===== src/rtl/ntt_mem_pkg.sv =====
// ntt_mem_pkg: shared widths and helpers for the NTT host-memory arbiter
package ntt_mem_pkg;
  localparam int ADDR_W_DEF = 48;
  localparam int DATA_W_DEF = 64;
  function automatic int tag_w(input int n);
    return (n > 1) ? $clog2(n) : 1;
  endfunction
  function automatic int rr_next(input int k, input int n);
    return (k + 1) % n;
  endfunction
endpackage


===== src/rtl/ntt_mem_arbiter_tag_fifo.sv =====
// arb_tag_fifo: synchronous FIFO of issuing core IDs for in-order read responses
module arb_tag_fifo #(
  parameter int DEPTH = 8,
  parameter int W = 2,
  localparam int AW = $clog2(DEPTH)
) (
  input  logic          clk,
  input  logic          rst,
  input  logic          push,
  input  logic          pop,
  input  logic [W-1:0]  din,
  output logic [W-1:0]  dout,
  output logic          full,
  output logic          empty,
  output logic [AW:0]   count
);
  logic [W-1:0] mem [DEPTH];
  logic [AW-1:0] wp, rp;
  logic wr, rd;
  assign full = count == (AW+1)'(DEPTH);
  assign empty = count == '0;
  assign wr = push & !full;
  assign rd = pop & !empty;
  assign dout = mem[rp];
  always_ff @(posedge clk) if (wr) mem[wp] <= din;
  always_ff @(posedge clk or posedge rst)
    if (rst) begin
      wp <= '0;
      rp <= '0;
      count <= '0;
    end else begin
      wp <= wp + AW'(wr);
      rp <= rp + AW'(rd);
      count <= count + (AW+1)'(wr) - (AW+1)'(rd);
    end
endmodule


===== src/rtl/ntt_mem_arbiter.sv =====
// ntt_mem_arbiter: round-robin share of one host-memory port among NTT engines.
// Define NTT_ARB_PERF_EN to add saturating grant/conflict performance counters.
module ntt_mem_arbiter
  import ntt_mem_pkg::*;
#(
  parameter int NUM_CORES = 4,
  parameter int MAX_OUTSTANDING = 8,
  parameter int ADDR_W = ADDR_W_DEF,
  parameter int DATA_W = DATA_W_DEF,
  localparam int OW = $clog2(MAX_OUTSTANDING) + 1
) (
  input  logic                          clk,
  input  logic                          rst,
  input  logic [NUM_CORES-1:0]          core_req,
  input  logic [NUM_CORES-1:0]          core_we,
  input  logic [NUM_CORES*ADDR_W-1:0]   core_addr,
  input  logic [NUM_CORES*DATA_W-1:0]   core_wdata,
  output logic [NUM_CORES-1:0]          core_gnt,
  output logic [NUM_CORES-1:0]          core_valid,
  output logic [DATA_W-1:0]             core_rdata,
  output logic                          mem_req_valid,
  input  logic                          mem_req_ready,
  output logic                          mem_we,
  output logic [ADDR_W-1:0]             mem_addr,
  output logic [DATA_W-1:0]             mem_wdata,
  input  logic                          mem_rsp_valid,
  input  logic [DATA_W-1:0]             mem_rsp_data,
  output logic [OW-1:0]                 outstanding,
  output logic                          err_orphan
`ifdef NTT_ARB_PERF_EN
  ,
  output logic [NUM_CORES*32-1:0]       perf_grants,
  output logic [31:0]                   perf_conflicts
`endif
);
  localparam int TW = tag_w(NUM_CORES);
  logic [NUM_CORES-1:0] req, elig;
  logic [TW-1:0] rr_ptr, sel, tag;
  logic full, empty, found, grant, push, pop;
  assign req = rst ? '0 : core_req;
  assign elig = req & (core_we | {NUM_CORES{!full}});
  always_comb begin
    sel = '0;
    found = 1'b0;
    for (int o = 0; o < NUM_CORES; o++)
      if (!found && elig[(int'(rr_ptr) + o) % NUM_CORES]) begin
        found = 1'b1;
        sel = TW'((int'(rr_ptr) + o) % NUM_CORES);
      end
  end
  assign mem_req_valid = |elig;
  assign grant = mem_req_valid & mem_req_ready;
  assign mem_we = mem_req_valid & core_we[sel];
  assign mem_addr = mem_req_valid ? core_addr[sel*ADDR_W +: ADDR_W] : '0;
  assign mem_wdata = mem_req_valid ? core_wdata[sel*DATA_W +: DATA_W] : '0;
  assign core_gnt = grant ? NUM_CORES'(1) << sel : '0;
  assign push = grant & !core_we[sel];
  assign pop = mem_rsp_valid & !empty;
  arb_tag_fifo #(.DEPTH(MAX_OUTSTANDING), .W(TW)) u_tags (
    .clk(clk), .rst(rst), .push(push), .pop(pop), .din(sel), .dout(tag),
    .full(full), .empty(empty), .count(outstanding)
  );
  always_ff @(posedge clk or posedge rst)
    if (rst) begin
      rr_ptr <= '0;
      core_valid <= '0;
      core_rdata <= '0;
      err_orphan <= 1'b0;
    end else begin
      if (grant) rr_ptr <= TW'(rr_next(int'(sel), NUM_CORES));
      core_valid <= pop ? NUM_CORES'(1) << tag : '0;
      if (pop) core_rdata <= mem_rsp_data;
      err_orphan <= err_orphan | (mem_rsp_valid & empty);
    end
`ifdef NTT_ARB_PERF_EN
  for (genvar i = 0; i < NUM_CORES; i++) begin : g_perf
    always_ff @(posedge clk or posedge rst)
      if (rst) perf_grants[i*32 +: 32] <= '0;
      else if (core_gnt[i] && !(&perf_grants[i*32 +: 32])) perf_grants[i*32 +: 32] <= perf_grants[i*32 +: 32] + 32'd1;
  end
  always_ff @(posedge clk or posedge rst)
    if (rst) perf_conflicts <= '0;
    else if (($countones(elig) >= 2 || (mem_req_valid && !mem_req_ready)) && !(&perf_conflicts))
      perf_conflicts <= perf_conflicts + 32'd1;
`endif
endmodule


===== config.mk =====
export PLATFORM = sky130hd
export DESIGN_NAME = ntt_mem_arbiter
export DESIGN_NICKNAME = d
export VERILOG_FILES = /design/src/rtl/ntt_mem_pkg.sv /design/src/rtl/ntt_mem_arbiter_tag_fifo.sv /design/src/rtl/ntt_mem_arbiter.sv
export SDC_FILE = /design/constraint.sdc
export NUM_CORES = 1
export LEC_CHECK = 0
export BUFFER_PORTS_ARGS = -buffer_cell sky130_fd_sc_hd__buf_2
export CAP_MARGIN = 0
export CORE_AREA = 2 2 277 279
export DETAILED_ROUTE_END_ITERATION = 6
export DIE_AREA = 0 0 279 281
export RECOVER_POWER = 25
export SETUP_SLACK_MARGIN = 0.5
export SYNTH_ARGS = -nofsm -noshare
export SYNTH_HDL_FRONTEND = slang
export SYNTH_HIERARCHICAL = 1
export SYNTH_SLANG_ARGS = --single-unit

===== constraint.sdc =====
create_clock -name clk -period 11.5 [get_ports clk]
set_input_delay 3.45 -clock clk [delete_from_list [all_inputs] [get_ports clk]]
set_output_delay 3.45 -clock clk [all_outputs]
set_load 0.02 [all_outputs]

* Word level (Yosys, flattened, before mapping)
Memories as Yosys holds them, arrays and structs flattened.
Cells that the tools add are included.
** Storage, ports and cells
- Bits in registers :: 81
- Latch bits :: 0
- Memory bits (writable) :: 16
- Bits in read-only memories :: 0
- Input port bits :: 524
- Output and inout port bits :: 191
- Word-level logic and storage cells :: 81
- Memories kept :: 1
** Memories
- u_tags.mem :: depth 8, width 2, read ports 1, clocked after memory_dff 0, write ports 1, RTL line ntt_mem_arbiter_tag_fifo.sv:17 : logic [W-1:0] mem [DEPTH];
** Cells by class
- Add/subtract/negate cells :: 8
- Multipliers :: 1
- Divide/modulo/power cells :: 0
- $lt $le $gt $ge :: 5
- Equality and inequality tests :: 1
- Shift operators :: 4
- Mux-type cells :: 27
- Bitwise operators :: 13
- Reductions and logical operators :: 14
** Operators by type and width (number)
- variable part select 256 x 9 -> 64 bit :: 1
- variable part select 192 x 9 -> 48 bit :: 1
- two-way mux 64 bit :: 1
- two-way mux 48 bit :: 1
- two-way mux 1 bit :: 13
- less-than comparator 3 x 4 -> 1 bit (second input constant) :: 3
- two-way mux 4 bit :: 3
- binary-select mux 1 bit (select 2 bit) :: 5
- two-way mux 2 bit :: 4
- << shifter 1 x 2 -> 4 bit (first input constant) :: 2
- bitwise AND 1 bit :: 7
- adder 3 x 1 -> 3 bit :: 2
- zero test 1 bit :: 6
- less-than comparator 2 x 3 -> 1 bit (second input constant) :: 2
- OR reduction 2 bit :: 3
- adder 2 x 1 -> 2 bit (second input constant) :: 2
- adder 2 bit (second input constant) :: 2
- adder 4 x 1 -> 4 bit :: 1
- bitwise AND 4 bit :: 1
- == test 4 bit (second input constant) :: 1
- zero test 4 bit :: 1
- multiplier 2 x 2 -> 4 bit (second input constant) :: 1
- OR 4 bit :: 1
- OR reduction 4 bit :: 1
- 4 further kinds :: 8

* Logic depth before layout (Yosys ltp)
- Depth in word-level cells :: 23
- Mapped depth :: 18
- Mapped depth without buffers :: 17

* By module
The synthesis kept the hierarchy.
** By module, submodules not included
- ntt_mem_arbiter :: times used 1, cells each 577, area an instance 6142.1 sq um, seq. area each 1776.7 sq um
- arb_tag_fifo :: times used 1, cells each 74, area an instance 1168.6 sq um, seq. area each 730.7 sq um

* Least setup slack after synthesis
Ideal clock, no wire load.
- Path kind :: input -> output
- Start :: input port rst
- End :: output port mem_addr[31]
- Arrival :: 5985 ps
- Required time :: 8050 ps
- Path slack :: 2065 ps
- Stages :: 8
- Buffers on the path :: 2
- Path through :: inv_2 -> nand3_1 -> mux2_2 -> o221ai_4 -> nand2_1 -> buf_4 -> buf_4 -> o22ai_1
** On the way
- Word-level cells in the longest chain between the ends :: 17
- Elaborated cells between the ends (all ways) :: 30
- Classes of those cells :: mul (1); shift (1); mux (20); bitwise (1); reduce/logical (7)
** RTL lines
- start, declared :: RTL line ntt_mem_arbiter.sv:13 : input logic rst,
- two-way mux 4 bit (*) :: RTL line ntt_mem_arbiter.sv:40 : assign req = rst ? '0 : core_req;
- bitwise AND 4 bit (*) :: RTL line ntt_mem_arbiter.sv:41 : assign elig = req & (core_we | {NUM_CORES{!full}});
- binary-select mux 1 bit (select 2 bit) :: RTL line ntt_mem_arbiter.sv:46 : if (!found && elig[(int'(rr_ptr) + o) % NUM_CORES]) begin
- two-way mux 1 bit (implied by the code) :: RTL line ntt_mem_arbiter.sv:46
- two-way mux 1 bit :: RTL line ntt_mem_arbiter.sv:46
- zero test 1 bit :: RTL line ntt_mem_arbiter.sv:46
- logical AND 1 bit :: RTL line ntt_mem_arbiter.sv:46
- two-way mux 1 bit :: RTL line ntt_mem_arbiter.sv:46
- zero test 1 bit :: RTL line ntt_mem_arbiter.sv:46
- logical AND 1 bit :: RTL line ntt_mem_arbiter.sv:46
- two-way mux 1 bit :: RTL line ntt_mem_arbiter.sv:46
- zero test 1 bit :: RTL line ntt_mem_arbiter.sv:46
- logical AND 1 bit :: RTL line ntt_mem_arbiter.sv:46
- two-way mux 2 bit :: RTL line ntt_mem_arbiter.sv:46
- multiplier 2 x 2 -> 4 bit :: RTL line ntt_mem_arbiter.sv:54 : assign mem_addr = mem_req_valid ? core_addr[sel*ADDR_W +: ADDR_W] : '0;
- variable part select 192 x 9 -> 48 bit :: RTL line ntt_mem_arbiter.sv:54
- two-way mux 48 bit (*) :: RTL line ntt_mem_arbiter.sv:54
- end, declared :: RTL line ntt_mem_arbiter.sv:24 : output logic [ADDR_W-1:0] mem_addr,
Every way passes the cells marked *; elsewhere a longest branch is shown, timed or not. The select of a mux whose other input is x is not followed.

* Worst setup path after layout
- Start :: input port rst
- End :: output port mem_wdata[23]
** On the way
- Word-level cells in the longest chain between the ends :: 16
- Elaborated cells between the ends (all ways) :: 29
- Classes of those cells :: shift (1); mux (20); bitwise (1); reduce/logical (7)
** RTL lines
- two-way mux 4 bit (*) :: RTL line ntt_mem_arbiter.sv:40
- bitwise AND 4 bit (*) :: RTL line ntt_mem_arbiter.sv:41
- binary-select mux 1 bit (select 2 bit) :: RTL line ntt_mem_arbiter.sv:46
- two-way mux 1 bit (implied by the code) :: RTL line ntt_mem_arbiter.sv:46
- two-way mux 1 bit :: RTL line ntt_mem_arbiter.sv:46
- zero test 1 bit :: RTL line ntt_mem_arbiter.sv:46
- logical AND 1 bit :: RTL line ntt_mem_arbiter.sv:46
- two-way mux 1 bit :: RTL line ntt_mem_arbiter.sv:46
- zero test 1 bit :: RTL line ntt_mem_arbiter.sv:46
- logical AND 1 bit :: RTL line ntt_mem_arbiter.sv:46
- two-way mux 1 bit :: RTL line ntt_mem_arbiter.sv:46
- zero test 1 bit :: RTL line ntt_mem_arbiter.sv:46
- logical AND 1 bit :: RTL line ntt_mem_arbiter.sv:46
- two-way mux 2 bit :: RTL line ntt_mem_arbiter.sv:46
- variable part select 256 x 9 -> 64 bit :: RTL line ntt_mem_arbiter.sv:55 : assign mem_wdata = mem_req_valid ? core_wdata[sel*DATA_W +: DATA_W] : '0;
- two-way mux 64 bit (*) :: RTL line ntt_mem_arbiter.sv:55
- end, declared :: RTL line ntt_mem_arbiter.sv:25 : output logic [DATA_W-1:0] mem_wdata,
Marked as above.

==> qor.txt <==
Status -> finished, violations left
Failing checks -> max-capacitance violations, max-slew violations
I/O pin cnt -> 715
First-pass GRT wire length -> 64450 um
Pre-antenna DRT Iters -> 5
Critical Path AT -> 6940 ps
Filler cell count -> 8485
Hold Path Class -> reg2reg
Core ar. -> 75440 sq um
Largest net degree at the start of global routing -> 74
Area contributors post-synth -> mux2i_1, dfrtp_1, mux2_2
YS warnings -> 6
Final Skew -> 14.99 ps
Post-synth EDFFs -> 16
Yosys reg bits -> 97
Share of layout cells above drive strength 1 -> 0.6021
Slew @ Worst Pin -> 3548 ps
Initial antenna violation count -> 66
Critical Path Sink Type -> primary output
Nets -> 1871
Row count -> 101
Post-cts repair resize count -> 0
Die X -> 279 um
Post-place setup slack -> 1563 ps
WL final -> 50910 um
Placed Area -> 11940 sq um
Post-DP HPWL -> 45470 um
Initial core utilization -> 0.09690
Hold_ws -> 477.7 ps
Post-synthesis sequential area ratio -> 0.3430
Setup TNS -> 0 ps
Yosys cell types -> 45
ANT nets after route -> 0
Worst-path clk slew -> 70 ps
Pwr/cell area -> 164.4 nW/um^2
Vias in the first global route -> 7944
Worst-Skew Late Latency -> 370 ps
Peak supply drop -> 0.08177 mV
Final setup viols -> 0
MaxCap Viol Count -> 2
H-tree depth -> 3
RePlAce Congestion -> 0.8783
Main synth FF type -> dfrtp_1
Clock Sinks -> 97
Synth top area share -> 0.3081
CTS Buffer Depth -> 2
Worst setup SP type -> input port
Max-slew headroom -> -1.365
Vias per inst -> 3.688
Cells after synthesis -> 651
Post-synthesis net count -> 1190
Hold_buf cts -> 0
Avg Inst Size Synth -> 11.23 sq um
Cell Area, Synth -> 7311 sq um
Via count -> 8578
Avg WL per Cell -> 21.89 um
DRC -> 0
Final min period -> 10390 ps
RSZ-0062 raised after global routing -> no
Die span in y -> 281 um
Tcrit/Tclk final -> 0.9033
1st-iter DRT viols -> 455
Max-slew violations -> 131
Async SR Flop Fraction -> 0.8351
CTS tree -> built
Fin. Hold Viols -> 0
Crit path required time -> 8050 ps
Gr usage total -> 0.1213
Synth area leader -> mux2i_1
Final core utilization -> 0.1626
Fmax -> 0.09627 GHz
GRT overflow -> 0
Postcts setup bufs -> 0
Synthesis-to-finish area growth -> 67.76%
Area of all placed cells without fillers -> 12260 sq um
Port bufs -> 714
Clk root buf -> clkbuf_16
Leak -> 5.935 nW
Worst Path Max Fanout -> 73
Die footprint -> 78400 sq um
Fin worst setup slack -> 1112 ps
Total CTS buffers -> 9
CP Class -> in2out
Yosys cell counts, types with 2 or more instances:
library cell	n
dfrtp_1	81
mux2_2	67
mux4_1	4
mux2i_1	225
buf_2	11
a21o_1	2
nor2_1	8
nor2b_1	2
inv_1	13
buf_1	4
nand2_1	5
nand2b_1	5
edfxtp_1	16
buf_4	26
o21ai_1	2
clkbuf_1	15
ha_1	14
o22ai_1	112
xor2_1	4
and3_1	5
nor3_1	2
nand3_1	3
and2_1	2
nor3b_1	2
state kept, by name, indices dropped and copies added (netlist names):
signal,cells
core_valid,4
u_tags/rp,3
u_tags/mem,16
u_tags/count,4
u_tags/wp,3
core_rdata,64
err_orphan,1
rr_ptr,2
cells in the final DEF, fill, tap and decap left out, drive strengths merged, types with 8 or more instances in the layout:
cell    netlist  final
mux2         68     68
o22ai       112    112
mux2i       225    225
ha           14     14
dfrtp        81     81
inv          14     17
diode         0     11
buf          42    715
edfxtp       16     16
nor2          8      8
clkbuf       15     21
cell families (layout without fill, tap and decap cells):
family,after synthesis,in the layout,share of synthesized area
xor gates and xnor gates,4,4,0.004792
DFF,97,97,0.3430
adders and majority gates,15,15,0.02670
muxes,297,297,0.4272
buffers and inverters,71,757,0.05271
AOI/OAI and AO/OA,126,126,0.1142
and+or+nand+nor,41,41,0.03149
other,0,11,0
routing by layer:
| layer | vias up | routed length, um | part of all wire | GRT usage |
|---|---|---|---|---|
| li1 | 3897 | - | - | - |
| met1 | 3895 | 18950 | 0.37 | 0.1358 |
| met2 | 572 | 22580 | 0.44 | 0.1914 |
| met3 | 146 | 7424 | 0.15 | 0.07282 |
| met4 | 68 | 1514 | 0.030 | 0.03736 |
| met5 | - | 449 | 0.0088 | 0 |
power by group:
group / switching, W / internal [W] / leakage, nW / total (W)
registers: 0.0000537 / 0.000438 / 1.10 / 0.000492
logic: 0.000730 / 0.000475 / 4.68 / 0.00121
clock network: 0.000159 / 0.000160 / 0.157 / 0.000319
path summary, 6_finish.rpt:
| kind | start | to | slack (ps) | depth (start not counted) |
|---|---|---|---|---|
| worst max-delay path | rst | mem_wdata[23] | 1110 | 10 |
| worst min register to register | err_orphan | err_orphan | 480 | 1 |
| worst min-delay path | err_orphan | err_orphan | 480 | 1 |
| max in group asynchronous | rst | core_rdata[53] | 4750 | 3 |
| min in group asynchronous | rst | u_tags/count[1] | 3120 | 2 |
| worst max register to register | u_tags/count[2] | u_tags/count[2] | 6940 | 17 |
critical path, stage by stage:
cell	delay, ps
buf_2	140
clkinvlp_2	560
and4_1	400
nor2_1	190
a2bb2oi_4	200
buf_12	330
buf_4	780
mux2i_1	300
o22ai_1	90
buf_2	200
through the flow:
stage / cells / power, W
global route: 2322 / 0.002137
CTS: 2315 / 0.002046
detailed placement: 2299 / 0.001716
global placement: 2299 / 0.001706
finish: 2326 / 0.002016
floorplan: 651 / 0.001257
final cells by class:
| cell class | count | area, sq um | share of cell area |
|---|---|---|---|
| antenna | 11 | 27.53 | 0.002244 |
| clock buffer | 9 | 225.2 | 0.01836 |
| clock inverter | 7 | 101.3 | 0.008264 |
| inverter | 14 | 53.80 | 0.004387 |
| multi-input combinational | 483 | 4437 | 0.3618 |
| sequential | 97 | 2507 | 0.2044 |
| tap | 978 | 1224 | 0.09977 |
| timing repair buffer | 727 | 3689 | 0.3008 |
(Power assumes the default switching activity.)
